File: config.mk
export PLATFORM = sky130hd
export DESIGN_NAME = xs3_bcd_dec
export DESIGN_NICKNAME = d
export VERILOG_FILES = /design/src/rtl/xs3_pkg.sv /design/src/rtl/xs3_digit_dec.sv /design/src/rtl/xs3_bcd_dec.sv
export SDC_FILE = /design/constraint.sdc
export NUM_CORES = 1
export LEC_CHECK = 0
export CAP_MARGIN = 0
export CORE_ASPECT_RATIO = 2
export CORE_MARGIN = 2
export CORE_UTILIZATION = 45
export DETAILED_ROUTE_END_ITERATION = 7
export PLACE_DENSITY = 0.78
export SLEW_MARGIN = 10
export SYNTH_ARGS = -nofsm -noshare
export SYNTH_HDL_FRONTEND = slang
export SYNTH_SLANG_ARGS = --single-unit
File: constraint.sdc
create_clock -name clk -period 1.41 [get_ports clk]
set_clock_uncertainty 0.1 [all_clocks]
set_input_delay 0.282 -clock clk [delete_from_list [all_inputs] [get_ports clk]]
set_output_delay 0.282 -clock clk [all_outputs]
set_load 0.03 [all_outputs]
File: src/rtl/xs3_pkg.sv
// Shared constants, FSM state type and digit-validity helper for the
// Excess-3 to BCD decoder.
package xs3_pkg;

  localparam logic [3:0] XS3_OFFSET = 4'd3;
  localparam logic [3:0] XS3_MIN    = 4'd3;
  localparam logic [3:0] XS3_MAX    = 4'd12;

  typedef enum logic [1:0] {
    IDLE = 2'd0,
    CONV = 2'd1,
    DONE = 2'd2
  } state_t;

  function automatic logic xs3_digit_valid(input logic [3:0] code);
    return (code >= XS3_MIN) && (code <= XS3_MAX);
  endfunction

endpackage

File: src/rtl/xs3_digit_dec.sv
// Combinational single-digit Excess-3 to BCD decoder. Invalid codes decode
// to 0 with err set.
module xs3_digit_dec
  import xs3_pkg::*;
(
  input  logic [3:0] xs3,
  output logic [3:0] bcd,
  output logic       err
);

  logic valid;

  always_comb begin
    valid = xs3_digit_valid(xs3);
    bcd   = valid ? (xs3 - XS3_OFFSET) : 4'd0;
    err   = ~valid;
  end

endmodule

File: src/rtl/xs3_bcd_dec.sv
// Multi-digit Excess-3 to packed-BCD decoder, one digit per clock, MSD first.
// Define XS3_BIN_OUT_EN to add the out_bin port and its multiply-accumulate.
module xs3_bcd_dec
  import xs3_pkg::*;
#(
  parameter int NDIGITS = 4,
  parameter int BIN_W   = 14
) (
  input  logic                   clk,
  input  logic                   rst,
  input  logic                   in_valid,
  output logic                   in_ready,
  input  logic [4*NDIGITS-1:0]   in_xs3,
  output logic                   out_valid,
  input  logic                   out_ready,
  output logic [4*NDIGITS-1:0]   out_bcd,
  output logic [NDIGITS-1:0]     out_err_mask,
  output logic                   out_err
`ifdef XS3_BIN_OUT_EN
  ,
  output logic [BIN_W-1:0]       out_bin
`endif
);

  localparam int CNT_W = (NDIGITS > 1) ? $clog2(NDIGITS) : 1;

  state_t                 state_q, state_d;
  logic [4*NDIGITS-1:0]   sreg_q, sreg_d;
  logic [CNT_W-1:0]       cnt_q, cnt_d;
  logic [4*NDIGITS-1:0]   bcd_q, bcd_d;
  logic [NDIGITS-1:0]     mask_q, mask_d;
`ifdef XS3_BIN_OUT_EN
  logic [BIN_W-1:0]       bin_q, bin_d;
`endif

  logic [3:0]             dig_bcd;
  logic                   dig_err;
  logic [NDIGITS-1:0]     dig_sel;
  logic                   last_digit;

  xs3_digit_dec u_digit_dec (
    .xs3 (sreg_q[4*NDIGITS-1 -: 4]),
    .bcd (dig_bcd),
    .err (dig_err)
  );

  // Digit position gi is written on the CONV edge where cnt == NDIGITS-1-gi.
  genvar gi;
  generate
    for (gi = 0; gi < NDIGITS; gi++) begin : g_sel
      assign dig_sel[gi] = (cnt_q == CNT_W'(NDIGITS - 1 - gi));
    end
  endgenerate

  assign last_digit = (cnt_q == CNT_W'(NDIGITS - 1));

  always_comb begin
    state_d = state_q;
    sreg_d  = sreg_q;
    cnt_d   = cnt_q;
    bcd_d   = bcd_q;
    mask_d  = mask_q;
`ifdef XS3_BIN_OUT_EN
    bin_d   = bin_q;
`endif
    case (state_q)
      IDLE: begin
        if (in_valid) begin
          sreg_d  = in_xs3;
          cnt_d   = '0;
          bcd_d   = '0;
          mask_d  = '0;
`ifdef XS3_BIN_OUT_EN
          bin_d   = '0;
`endif
          state_d = CONV;
        end
      end
      CONV: begin
        for (int i = 0; i < NDIGITS; i++) begin
          if (dig_sel[i]) begin
            bcd_d[4*i +: 4] = dig_bcd;
            mask_d[i]       = dig_err;
          end
        end
        sreg_d = sreg_q << 4;
`ifdef XS3_BIN_OUT_EN
        bin_d  = bin_q * BIN_W'(10) + BIN_W'(dig_bcd);
`endif
        if (last_digit) begin
          cnt_d   = '0;
          state_d = DONE;
        end else begin
          cnt_d   = cnt_q + CNT_W'(1);
        end
      end
      DONE: begin
        if (out_ready) begin
          state_d = IDLE;
        end
      end
      default: state_d = IDLE;
    endcase
  end

  always_ff @(posedge clk) begin
    if (rst) begin
      state_q <= IDLE;
      sreg_q  <= '0;
      cnt_q   <= '0;
      bcd_q   <= '0;
      mask_q  <= '0;
`ifdef XS3_BIN_OUT_EN
      bin_q   <= '0;
`endif
    end else begin
      state_q <= state_d;
      sreg_q  <= sreg_d;
      cnt_q   <= cnt_d;
      bcd_q   <= bcd_d;
      mask_q  <= mask_d;
`ifdef XS3_BIN_OUT_EN
      bin_q   <= bin_d;
`endif
    end
  end

  assign in_ready     = (state_q == IDLE);
  assign out_valid    = (state_q == DONE);
  assign out_bcd      = bcd_q;
  assign out_err_mask = mask_q;
  assign out_err      = |mask_q;
`ifdef XS3_BIN_OUT_EN
  assign out_bin      = bin_q;
`endif

endmodule

==> results.cfg <==
[floorplan]
io_pins = 43
fp.coreArea_um2 = 4130
start_util_pct = 47.2
die_w_um = 50.5
dieArea_um2 = 4900
rows = 33
fp.dieH_um = 97.1

[clocking]
cts.sinks = 40
clockBufferDepth = 2
cts_root_buf = clkbuf_8
cts_tree = built
clkLatencyLatePin_ns = 0.30
htree_levels = 2
numCtsBuffers = 5
clk_pin_slew_ns = 0.08

[routing]
routed_wl_mm = 6.27
drtAntennaViolNets = 0
via_per_inst = 5.61
dr.pass1.iters = 4
drc_errors = 0
via_count = 2014
routedWlPerCell_um = 17.5
drt_iter0_markers = 60

[worst_setup_path]
path_class = reg2out
critPathMaxFanout = 2
worst_ep_required_time_ns = 1.03
critPathBufInv = 1
path_cells = or4_4 > buf_6
path_delay_family = simple AND/OR/NAND/NOR gates
crit_slowest_cell = or4_4
worstPathArrival_ns = 1.28
start_kind = flop
crit_path_end_kind = output pin
max_stage_delay_ns = 0.53

[power_and_ir_drop]
p_per_area_nw_per_um2 = 967
vdd_drop_max_mv = 0.806
p_total_w = 0.00302
power_leakage_nw = 1.22

[layout]
fin_nets = 332
layout-drive-gt1-share_pct = 46.6
final_cells = 359
fillCellCount = 276
fin_area_um2 = 3130
antenna_cells = 0
final_core_util_pct = 75.7
syn2layout_area_growth_pct = 60.4

[sta]
setup_viol = 20
period_share_pct = 118
rsz0062_at_grt = yes
max_slew_margin_pct = 75.2
fmax_mhz = 601
tightestPinTransition_ns = 0.369
drv_slew = 0
hold_viol_final = 0
min_period_ns = 1.66
setup_ws_ns = -0.255

[global_route]
grt.total_usage_pct = 24.1
gr-total-overflow = 0
grt_max_degree = 32
grt_first_pass_wirelength_mm = 9.05
first_global_vias = 2010
antenna_found_initial = 0

[synth]
synthXorXnorAreaFrac_pct = 0.450
synth_compound_area_share_pct = 21.3
synth_top_family_by_area = simple AND/OR/NAND/NOR gates
syn_area_um2 = 1950
yosysMostFrequentCell = nand2_1
synth_nets = 257
ys_seq_area_share_pct = 41.1
yosys.area_share.simple_pct = 27.4
synth_common_cells = 54 x nand2_1, 40 x dfxtp_1, 27 x a21oi_1
syn_area_per_cell_um2 = 8.43
ys_ff_latch = 40
ys_types = 36
ys.warnings.count = 0
postSynthCellCount = 231
yosysTopAreaCell = dfxtp_1
yosys.area_share.adder_pct = 3.85
synth_area_leaders = dfxtp_1 41%, nand2_1 10%, a21oi_1 6.9%
synth_mux_area_share_pct = 0
netlist.area_leader.share_pct = 41.1
synth-main-ff-cell = dfxtp_1
async_reset_ff_share_pct = 0
synth_edf_count = 0

[place]
hpwlAfterDp_mm = 3.33
placed_cells = 334
port_buffers = 42
place_ws_ns = -0.379
routabilityCongestion = 0.800
placed_area_um2 = 2530

[status]
status = finished with violations
violations = negative setup slack

[job]
cap_violations = 0

[worst_hold_path]
worstHoldPathType = reg2reg
-- through the flow --
| step | hold slack (ns) | setup TNS, ns |
|---|---|---|
| 2_1_floorplan | 0.344 | 0 |
| 3_3_place_gp | 0.344 | -9.89 |
| 3_5_place_dp | 0.348 | -11.44 |
| 4_1_cts | 0.356 | -1.93 |
| 5_1_grt | 0.373 | -3.58 |
| 6_report | 0.361 | -2.56 |
-- final cells by class --
type / count / area (um2) / area share, %
clock buffer: 6 / 72.6 / 2.32
timing repair buffer: 80 / 800 / 25.6
multi-input combinational: 174 / 1310 / 42.0
tap: 52 / 65.1 / 2.08
sequential: 40 / 818 / 26.2
inverter: 5 / 23.8 / 0.761
clock inverter: 2 / 35.0 / 1.12
-- cell families (layout without fill, tap and decap cells) --
family                   after synthesis  count (layout)
flip-flops                            40              40
AO/OA/AOI/OAI                         55              55
XOR/XNOR                               1               1
AND/OR/NAND/NOR                      111             112
buffers and inverters                 18              93
adder cells (fa/ha/maj)                6               6
-- power breakdown --
group | total (W) | internal [W] | switching [W]
clock network | 0.000941 | 0.000526 | 0.000416
logic | 0.000826 | 0.000404 | 0.000422
registers | 0.00125 | 0.00119 | 0.0000629
-- sequential cells by signal, summed over array words and instances (netlist names) --
| name | count |
|---|---|
| sreg_q | 16 |
| state_q | 2 |
| out_err_mask | 4 |
| out_bcd | 16 |
| cnt_q | 2 |
-- per-layer routing --
metal,track usage [%],routed length (um),vias to the layer above
met5,0,0,-
met4,11.4,227,0
met3,3.38,220,20
met2,46.7,3570,79
met1,23.3,2260,974
li1,-,-,941
-- path summary, 6_finish.rpt --
path	startpoint	slack (ns)	endpoint	depth (start not counted)
setup / recovery	out_err_mask[2]$_SDFFE_PP0P_	-0.25	out_err	2
hold / removal	out_bcd[12]$_SDFFE_PP0P_	0.36	out_bcd[12]$_SDFFE_PP0P_	2
setup reg to reg	sreg_q[13]$_SDFFE_PP0P_	-0.21	out_bcd[15]$_SDFFE_PP0P_	7
hold reg to reg	out_bcd[12]$_SDFFE_PP0P_	0.36	out_bcd[12]$_SDFFE_PP0P_	2
-- what timing repair did --
item / in CTS / in global routing
buffers inserted: 13 / 4
resized for setup: 53 / 71
endpoints found under the setup margin: 43 / 47
hold buffers: 0 / 0
pin swaps: 16 / 27
cloned: 3 / 1
-- placed cells by master, fill, tap and decap left out, types with 5 or more instances in the layout --
cell type	instances
nand3_1	5
clkbuf_2	6
clkbuf_8	5
nor2_4	5
nor2_1	15
nand2_1	52
a21oi_1	15
buf_4	30
clkdlybuf4s50_1	18
nand3_2	7
dfxtp_2	5
a311oi_2	9
a21oi_2	12
buf_6	12
dfxtp_1	32
-- worst min-delay path: cells and delay by family (launching register included) --
kind | cells | cell delay (ns)
DFF | 1 | 0.31
and+or+nand+nor | 1 | 0.05
AOI/OAI and AO/OA | 1 | 0.05
No activity file was read; power rests on OpenSTA's default activity.
